$ cat config.mk
export PLATFORM = sky130hd
export DESIGN_NAME = da_row_sequencer
export DESIGN_NICKNAME = d
export VERILOG_FILES = /design/src/rtl/da_row_sequencer.sv
export SDC_FILE = /design/constraint.sdc
export NUM_CORES = 1
export LEC_CHECK = 0
export BUFFER_PORTS_ARGS = -buffer_cell sky130_fd_sc_hd__buf_4
export CORE_MARGIN = 4
export CORE_UTILIZATION = 41
export DETAILED_ROUTE_END_ITERATION = 8
export GPL_ROUTABILITY_DRIVEN = 0
export HOLD_SLACK_MARGIN = 0.1
export PLACE_DENSITY = 0.87
export SYNTH_ARGS = -nofsm -noshare
export SYNTH_HDL_FRONTEND = slang
export SYNTH_SLANG_ARGS = --single-unit
$ cat constraint.sdc
create_clock -name clk -period 1.6 [get_ports clk]
set_input_delay 0.08 -clock clk [delete_from_list [all_inputs] [get_ports clk]]
set_output_delay 0.08 -clock clk [all_outputs]
set_load 0.1 [all_outputs]
$ cat src/rtl/da_row_sequencer.sv
// Frame controller for the bit-serial DA row engine: latches one input vector,
// then clears, runs and collects the engine once per row, streaming tagged results.
module da_row_sequencer #(
  parameter int unsigned ROWS    = 8,
  parameter int unsigned XW      = 8,
  parameter int unsigned YW      = 19,
  parameter int unsigned RW      = 5,
  parameter int unsigned TIMEOUT = 16
) (
  input  logic              clk,
  input  logic              reset,
  input  logic              in_valid_i,
  output logic              in_ready_o,
  input  logic [8*XW-1:0]   in_x_i,
  output logic [8*XW-1:0]   core_x_o,
  output logic              core_rst_o,
  output logic              core_start_o,
  output logic [RW-1:0]     core_row_o,
  input  logic              core_done_i,
  input  logic [YW-1:0]     core_y_i,
  output logic              out_valid_o,
  input  logic              out_ready_i,
  output logic [YW-1:0]     out_y_o,
  output logic [RW-1:0]     out_row_o,
  output logic              out_last_o,
  output logic              busy_o,
  output logic              err_timeout_o
);

  localparam int unsigned XVW = 8 * XW;
  localparam int unsigned TW  = (TIMEOUT > 1) ? $clog2(TIMEOUT) : 1;

  typedef enum logic [1:0] {IDLE, CLR, RUN, OUT} state_e;

  state_e          state_q, state_d;
  logic [RW-1:0]   row_cnt_q, row_cnt_d;
  logic [TW-1:0]   timer_q, timer_d;
  logic [XVW-1:0]  x_q, x_d;
  logic [YW-1:0]   out_y_q, out_y_d;
  logic [RW-1:0]   out_row_q, out_row_d;
  logic            out_last_q, out_last_d;
  logic            err_q, err_d;
  logic            timed_out;
  logic            last_row;

  assign timed_out = (timer_q == TW'(TIMEOUT - 1));
  assign last_row  = (row_cnt_q == RW'(ROWS - 1));

  // State and datapath registers
  always_ff @(posedge clk) begin
    if (reset) begin
      state_q    <= IDLE;
      row_cnt_q  <= '0;
      timer_q    <= '0;
      x_q        <= '0;
      out_y_q    <= '0;
      out_row_q  <= '0;
      out_last_q <= 1'b0;
      err_q      <= 1'b0;
    end else begin
      state_q    <= state_d;
      row_cnt_q  <= row_cnt_d;
      timer_q    <= timer_d;
      x_q        <= x_d;
      out_y_q    <= out_y_d;
      out_row_q  <= out_row_d;
      out_last_q <= out_last_d;
      err_q      <= err_d;
    end
  end

  // Next state and next register values
  always_comb begin
    state_d    = state_q;
    row_cnt_d  = row_cnt_q;
    timer_d    = timer_q;
    x_d        = x_q;
    out_y_d    = out_y_q;
    out_row_d  = out_row_q;
    out_last_d = out_last_q;
    err_d      = err_q;
    unique case (state_q)
      IDLE: begin
        if (in_valid_i) begin
          x_d       = in_x_i;
          row_cnt_d = '0;
          state_d   = CLR;
        end
      end
      CLR: begin
        timer_d = '0;
        state_d = RUN;
      end
      RUN: begin
        timer_d = timer_q + TW'(1);
        // A done in the same cycle as the timeout wins
        if (core_done_i) begin
          out_y_d    = core_y_i;
          out_row_d  = row_cnt_q;
          out_last_d = last_row;
          state_d    = OUT;
        end else if (timed_out) begin
          err_d      = 1'b1;
          out_y_d    = '0;
          out_row_d  = row_cnt_q;
          out_last_d = last_row;
          state_d    = OUT;
        end
      end
      OUT: begin
        if (out_ready_i) begin
          if (out_last_q) begin
            state_d = IDLE;
          end else begin
            row_cnt_d = row_cnt_q + RW'(1);
            state_d   = CLR;
          end
        end
      end
      default: state_d = IDLE;
    endcase
  end

  // Output decode
  always_comb begin
    core_rst_o    = reset | (state_q == CLR);
    core_start_o  = (state_q == RUN);
    in_ready_o    = (state_q == IDLE) & ~reset;
    out_valid_o   = (state_q == OUT);
    busy_o        = (state_q != IDLE);
    core_row_o    = row_cnt_q;
    core_x_o      = x_q;
    out_y_o       = out_y_q;
    out_row_o     = out_row_q;
    out_last_o    = out_last_q;
    err_timeout_o = err_q;
  end

endmodule

==> results.cfg, run 1 <==
[floorplanning]
fp.coreArea_um2 = 8720
start_util_pct = 42.0
num_rows = 34
die_y_um = 103
ioPinCount = 188
dieArea_um2 = 10500
die_w_um = 103

[worst_setup_path]
crit_buf_inv = 4
r2r_cells = 8
critPathSlowestCell = dfxtp_4
worst_ep_required_time_ns = 1.89
crit_chain = inv_6 > ha_4 > clkinvlp_4 > nor2_4 > buf_12 > clkbuf_16 > nand2_1 > a21oi_1
path_class = reg2reg
r2r_start = state_q[0]
cp_top_family = buffers and inverters
cp-end-kind = flip-flop
crit_fanout = 21
cp-start-kind = flip-flop
regToRegSetupSlack_ns = -0.0002
arrival_ns = 1.89
cpPeakStageDelay_ns = 0.39
r2r-end = core_x_o[39]

[sta]
fmax_ghz = 0.625
worstMarginPinSlew_ns = 0.504
rsz0062_at_grt = yes
fin_ws_ns = -0.000203
finalSetupTns_ns = -0.000203
min_period_ns = 1.60
fin_hold_ws_ns = 0.256
finalCritPeriodShare_pct = 100
slew_violations = 0
finalSetupViolations = 1
maxSlewHeadroom_pct = 66.4
finalHoldViolCount = 0
skew_ns = 0.0134

[logic_synthesis]
synth.most_common_cell = nand2_1
yosysTopAreaCell = dfxtp_1
synthCells = 428
synth_ff_type = dfxtp_1
syn_area_um2 = 3670
syn-num-nets = 523
synth_edf_count = 0
yosysWarnings = 0
synth_cell_type_count = 32
synth_commonest_cells = nand2_1 (142), dfxtp_1 (101), a21oi_1 (77)
synth-async-reset-ratio_pct = 0
yosys_register_bits = 101
synth_sequential_area_ratio_pct = 55.2
synth_top_area_share_pct = 55.2
syn_area_per_cell_um2 = 8.57
synth_area_leaders = dfxtp_1 (55%), nand2_1 (15%), a21oi_1 (11%)

[routing]
post_drt_wl_per_cell_um = 16.3
first_pass_iters = 4
wirelength_um = 13300
drtAntennaViolNets = 0
num_vias = 4122
via_per_inst = 5.05
drt-initial-drc-count = 140
drc = 0

[min_path]
worstHoldStart = out_ready_i
holdPathStages = 6
hp-class = in2reg
min_to = state_q[0]

[global_routing]
grt_max_degree = 46
grt_pass1_vias = 4072
grt_usage_pct = 23.7
antenna_found_initial = 0
grt_overflow_total = 0
grt_pass1_wl_um = 19700

[clock_tree]
clkLatencyLatePin_ns = 0.36
clkTransAtPathRegs_ns = 0.10
htreeDepth = 3
clkSinkCount = 101
clockBufferDepth = 2
cts_buffers = 9
root_buffer = clkbuf_8
cts_tree = done

[outcome]
violations = setup timing
status = finished, violations left

[placement]
pre_cts_slack_ns = -0.0449
place_hpwl_um = 7640
port_buffers = 187

[final_layout]
antenna_cells = 0
nNetsFinal = 798
final.fill_count = 536
drive_gt1_share_pct = 36.0
area_growth_pct = 78.8

[power_and_ir_drop]
power_leakage_nw = 2.89
ir_drop_uv = 900
total_power_mw = 9.88
power_density_nw_per_um2 = 1510

[job]
drv_cap = 0
## cells in the final DEF (no fill, tap or decap), types with 2 or more instances in the layout
cell type      netlist  final
nor2_4               1      3
nor2_1              11     10
dfxtp_4              0      4
buf_6                0      2
inv_6                0      5
nand2_1            142    140
nand3_1              4      4
ha_1                 7      4
dfxtp_2              0      4
xnor2_1              3      3
buf_12               0      8
clkbuf_16            0      2
a21oi_2              0     10
a211oi_1             3      3
dlygate4sd3_1        0     85
o21ai_0              4      4
a21oi_1             77     67
clkbuf_8             0      9
nand3b_1             2      2
nand2_2              0      2
dfxtp_1            101     93
mux2i_1              3      3
ha_4                 0      3
inv_1                7      3
nand2b_1             5      5
a22o_1              19     19
buf_4                1    192
## final cells by class
cell class	instances	area, µm²	share of cell area (%)
Multi-Input combinational cell	295	1610	24.6
Clock buffer	9	124	1.89
Tap cell	108	135	2.06
Sequential cell	101	2040	31.2
Inverter	7	37.5	0.573
Clock inverter	7	78.8	1.20
Timing Repair Buffer	289	2520	38.5
## flip-flops by register name, indices dropped and copies added, names as in the netlist
register and count:
timer_q 4, out_y_o 19, err_timeout_o 1, state_q 2
out_row_o 5, core_x_o 64, core_row_o 5, out_last_o 1
## per-layer routing
metal / routed length [µm] / global-route usage (%)
met1: 5170 / 27.3
met2: 6520 / 41.6
met3: 1280 / 7.04
met4: 314 / 8.48
met5: 0 / 0
## per-stage QoR
step | util (%) | cell area [µm²] | instances
floorplan | - | 3800 | 428
global placement | 60.5 | 5280 | 706
detailed placement | 60.5 | 5280 | 706
CTS | 73.4 | 6400 | 811
global route | 75.2 | 6560 | 816
finish | 75.2 | 6560 | 816
## worst max-delay path by stage
stage | endpoint | from | slack [ns] | depth (start not counted)
after floorplan | core_x_o[24] | state_q[1] | -0.26 | 7
after global placement | state_q[1] | state_q[0] | -0.03 | 6
after detailed placement | out_y_o[18] | timer_q[0] | -0.04 | 5
after CTS | core_rst_o | state_q[1] | 0.002 | 4
after global routing | core_x_o[1] | state_q[0] | -0.07 | 8
final | core_x_o[39] | state_q[0] | -0.0002 | 8
## where the power goes
group | switching [mW] | internal (mW)
combinational | 3.66 | 1.48
sequential | 0.222 | 2.84
clock | 0.929 | 0.747
total | 4.82 | 5.07
## kinds of logic (layout without fill, tap and decap cells)
kind of cell,Yosys count,in the layout,share of synthesized area [%]
adder cells (fa/ha/maj),7,7,2.39
multiplexers,3,3,0.819
flip-flops,101,101,55.2
XOR/XNOR,3,3,0.717
AND/OR/NAND/NOR,174,174,19.9
buffers and inverters,32,312,3.69
AO/OA/AOI/OAI,108,108,17.3
## worst register-to-register path: cells and delay by family (launching register included)
kind / cells / cell delay (ns)
buffers and inverters: 4 / 0.59
DFF: 1 / 0.39
and+or+nand+nor: 2 / 0.24
adders and majority gates: 1 / 0.17
AOI/OAI and AO/OA: 1 / 0.14
## repair_timing
action | CTS | global route
pin swaps | 4 | 5
gates resized for setup | 4 | 19
hold buffers | 85 | 0
setup endpoints to repair | 23 | 65
cloned | 0 | 2
hold endpoints to repair | 85 | 0
setup buffers | 4 | 3
No activity file was read; power rests on OpenSTA's default activity.
==> inputs of run 2 (changes only) <==
Settings changed: SETUP_SLACK_MARGIN set to 0.05.
==> run 2 against run 1 <==
Effect of this change:
- the run now ends clean
- global-route usage grew 0.62 points
- maximum frequency grew 2.0%
- combinational power is essentially flat
- sequential share of layout area grew 0.067 points
- critical path type unchanged
==> results.cfg, run 2 (synthesis results as in run 1) <==
[sta]
finalHoldViolCount = 0
fmax_ghz = 0.637
fin_ws_ns = 0.0305
worstMarginPinSlew_ns = 0.438
min_period_ns = 1.57
maxSlewHeadroom_pct = 70.8
finalSetupTns_ns = 0
finalSetupViolations = 0
slew_violations = 0
rsz0062_at_grt = yes
finalCritPeriodShare_pct = 98.1
skew_ns = 0.00853

[global_routing]
antenna_found_initial = 0
grt_util_met1_pct = 26.3
grt_usage_pct = 24.3
grt_overflow_total = 0
grt_pass1_wl_um = 20000
grt_max_degree = 43
use_met3_pct = 7.92
grt-busiest-layer = met2
grt_use_met2_pct = 43.2
grt_pass1_vias = 4125

[final_layout]
nNetsFinal = 799
layout_common_cells = buf_4 (194), nand2_1 (141), dfxtp_1 (92)
finish.instance_area_um2 = 6550
final_common_cell = buf_4
fin_cells = 817
largest_reg_flops = 64
drive_gt1_share_pct = 35.4
area_growth_pct = 78.5
antenna_cells = 0

[power_and_ir_drop]
power_leakage_nw = 2.89
power_density_nw_per_um2 = 1490
switchingPower_mw = 4.78
switching_share_pct = 49.0
power_frac_comb_pct = 52.7
clock_power_share_pct = 15.9
power_frac_seq_pct = 31.3
ir_drop_uv = 856
p_int_mw = 4.97

[placement]
dpl_cell_area_um2 = 5300
port_buffers = 187
pre_cts_slack_ns = -0.0870
dp_cells = 707
place_hpwl_um = 7980

[routing]
drc = 0
drt-initial-drc-count = 151
num_vias = 4086
post_drt_wl_per_cell_um = 16.6
via_per_inst = 5.00
first_pass_iters = 5
drtAntennaViolNets = 0
wirelength_um = 13500

[floorplanning]
start_util_pct = 42.0
fp.coreArea_um2 = 8720
dieArea_um2 = 10500
num_rows = 34
ioPinCount = 188
die_w_um = 103
die_y_um = 103

[clock_tree]
cts_tree = done
htreeDepth = 3
clockBufferDepth = 2
clkTransAtPathRegs_ns = 0.10
clkSinkCount = 101
clkLatencyLatePin_ns = 0.35
cts_buffers = 9
root_buffer = clkbuf_8

[worst_setup_path]
crit_fanout = 29
path_class = reg2reg
worst_ep_required_time_ns = 1.88
regToRegSetupSlack_ns = 0.03
cp-end-kind = flip-flop
cp-start-kind = flip-flop
arrival_ns = 1.85

[outcome]
status = finished, final reports clean

[job]
drv_cap = 0

[min_path]
hp-class = in2reg
-- run 2: worst max-delay path, stage by stage, from the launching register on --
cell and delay, ns:
dfxtp_4 0.39, inv_4 0.09, ha_4 0.18, clkinvlp_4 0.16, nor2_4 0.15, buf_12 0.13
buf_16 0.16, nand2_1 0.09, a21oi_1 0.16
-- run 2: final timing paths --
| check | depth (start not counted) | from | endpoint |
|---|---|---|---|
| setup reg to reg | 8 | state_q[0] | core_x_o[50] |
| hold / removal | 6 | out_ready_i | state_q[0] |
| setup / recovery | 8 | state_q[0] | core_x_o[50] |
| hold reg to reg | 2 | core_x_o[52] | core_x_o[52] |
-- run 2: power by group through the flow --
stage | combinational [mW] | clock [mW] | sequential, mW
2_1_floorplan | 1.55 | 0 | 5.15
3_3_place_gp | 4.55 | 0 | 3.08
3_5_place_dp | 4.63 | 0 | 3.10
4_1_cts | 4.89 | 1.59 | 3.05
5_1_grt | 5.35 | 1.70 | 3.09
6_report | 5.14 | 1.55 | 3.06
-- run 2: what timing repair did --
action	4_1_cts	5_1_grt
cloned	0	2
buffers inserted	4	3
hold buffers	85	0
pin swaps	3	1
hold endpoints to repair	88	0
gates resized for setup	10	6
endpoints found under the setup margin	23	34
-- run 2: layout make-up --
cell class / instances / area (µm²)
Timing Repair Buffer: 290 / 2540
Fill cell: 547 / 2180
Sequential cell: 101 / 2040
Multi-Input combinational cell: 295 / 1590
Clock buffer: 10 / 138
Tap cell: 108 / 135
Clock inverter: 6 / 53.8
Inverter: 7 / 37.5
-- run 2: per-stage QoR --
| step | total power [mW] | hold slack (ns) | util, % |
|---|---|---|---|
| after CTS | 9.53 | 0.252 | 73.8 |
| final | 9.75 | 0.281 | 75.1 |
| after global routing | 10.1 | 0.289 | 75.1 |
| after global placement | 7.63 | 0.291 | 60.8 |
| after detailed placement | 7.73 | 0.294 | 60.8 |
| after floorplan | 6.69 | 0.205 | - |
-- run 2: routing by layer --
metal,routed length [µm],up-vias
met4,381,0
met2,6850,210
met3,1350,36
met1,4950,1865
li1,-,1975
met5,0,-
==> inputs of run 3 (changes only) <==
Settings changed: BUFFER_PORTS_ARGS -buffer_cell sky130_fd_sc_hd__buf_4 to -buffer_cell sky130_fd_sc_hd__buf_2.
==> run 3 against run 2 <==
Effect of this change:
- count of clock-buffer cells in the layout fell by 1
- register-to-register slack got worse by 0.02 ns
- total power rose by 2.5%
- combinational power rose by 5.1%
- final area fell by 2.6%
- setup slack got worse by 0.018 ns
- clock power barely moved
- maximum frequency fell by 1.1%
- critical endpoint is now core_x_o[42]
==> results.cfg, run 3 (synthesis results as in run 1) <==
[outcome]
status = finished, final reports clean

[clock_tree]
root_buffer = clkbuf_8
cts_buffers = 9
clkSinkCount = 101
clkTransAtPathRegs_ns = 0.10
clockBufferDepth = 2
cts_tree = done
htreeDepth = 3
clkLatencyLatePin_ns = 0.35

[floorplanning]
ioPinCount = 188
die_y_um = 103
start_util_pct = 42.0
fp.coreArea_um2 = 8720
num_rows = 34
dieArea_um2 = 10500
die_w_um = 103

[final_layout]
multi_input_area_um2 = 1740
drive_gt1_share_pct = 41.6
layout_common_cells = buf_2 (182), nand2_1 (126), dfxtp_1 (92)
final_common_cell = buf_2
area_growth_pct = 73.9
fin_cells = 827
final.fill_count = 579
nNetsFinal = 809
antenna_cells = 0
regArea_um2 = 2040
largest_reg_flops = 64

[power_and_ir_drop]
power_density_nw_per_um2 = 1570
power_leakage_nw = 2.91
total_power_mw = 9.99
ir_drop_uv = 914

[sta]
slew_violations = 0
maxSlewHeadroom_pct = 65.6
worstMarginPinSlew_ns = 0.520
finalSetupViolations = 0
finalCritPeriodShare_pct = 99.2
finalHoldViolCount = 0
fmax_ghz = 0.630
skew_ns = 0.00985
min_period_ns = 1.59
rsz0062_at_grt = yes

[routing]
via_per_inst = 5.04
wirelength_um = 13800
num_vias = 4165
drt-initial-drc-count = 117
drc = 0
first_pass_iters = 4
drtAntennaViolNets = 0
post_drt_wl_per_cell_um = 16.7

[worst_setup_path]
arrival_ns = 1.86
cp-start-kind = flip-flop
regToRegSetupSlack_ns = 0.01
worst_ep_required_time_ns = 1.87
cp-end-kind = flip-flop
path_class = reg2reg
crit_fanout = 14

[placement]
dp_cells = 708
place_hpwl_um = 7660
port_buffers = 187

[global_routing]
antenna_found_initial = 0
grt_max_degree = 42
grt_overflow_total = 0
grt_usage_pct = 23.2
grt_pass1_vias = 4117
grt_pass1_wl_um = 19500

[job]
drv_cap = 0

[min_path]
hp-class = in2reg
==> run 3: cell types whose count changed in the layout (fill, tap and decap cells not counted), moves of 3 or more <==
cell       previous run  this run
a21oi_1              74        54
a21oi_2               3        23
buf_6                 0         5
buf_2                 0       182
nand2_1             141       126
buf_4               194        14
nand2_2               1        14
clkbuf_16             2         5
inv_6                 0         4
==> run 3: area by class of cell <==
cell class | instances | share of cell area (%)
Tap cell | 108 | 2.12
Inverter | 7 | 0.628
Timing Repair Buffer | 300 | 35.0
Multi-Input combinational cell | 295 | 27.2
Sequential cell | 101 | 32.1
Clock buffer | 9 | 1.94
Clock inverter | 7 | 0.982
==> run 3: routing by layer <==
layer | part of all wire, % | vias up | GRT usage [%] | wire length, µm
met4 | 2.3 | 0 | 9.49 | 322
met2 | 49 | 215 | 39.6 | 6840
met1 | 38 | 1927 | 27.0 | 5310
li1 | - | 1990 | - | -
met3 | 9.7 | 33 | 7.04 | 1350
met5 | 0 | - | 0 | 0
==> run 3: report_power, final <==
group | internal [mW] | switching [mW]
registers | 2.84 | 0.201
clock network | 0.606 | 0.947
logic | 1.58 | 3.82
==> run 3: through the flow <==
step           setup TNS [ns]  cell area, µm²  hold slack (ns)  setup WS (ns)  util [%]
2_1_floorplan          -16.16            3810            0.205         -0.256         -
3_3_place_gp                0            4890            0.290         0.0463      56.1
3_5_place_dp           -0.747            4890            0.298        -0.0588      56.1
4_1_cts                     0            6020            0.164         0.0495      69.1
5_1_grt                -0.640            6370            0.190        -0.0938      73.1
6_report                    0            6370            0.177         0.0123      73.1
==> run 3: path summary, 6_finish.rpt <==
path,startpoint,endpoint,cells after the start
setup reg to reg,state_q[1],core_x_o[42],9
hold reg to reg,core_x_o[25],core_x_o[25],2
setup / recovery,state_q[1],core_x_o[42],9
hold / removal,core_done_i,err_timeout_o,4
==> run 3: critical path: stages, from the launching register on <==
cell	delay, ns
dfxtp_4	0.38
inv_4	0.07
ha_4	0.15
clkinvlp_4	0.09
buf_4	0.14
nor2_4	0.13
buf_6	0.15
clkbuf_16	0.17
nand2_1	0.08
a21oi_1	0.15
==> run 3: repair_timing <==
item | CTS | global route
pin swaps | 4 | 16
setup buffers | 8 | 4
setup endpoints to repair | 23 | 69
resized for setup | 7 | 50
hold buffers | 84 | 0
endpoints found under the hold margin | 85 | 0
cloned | 0 | 7
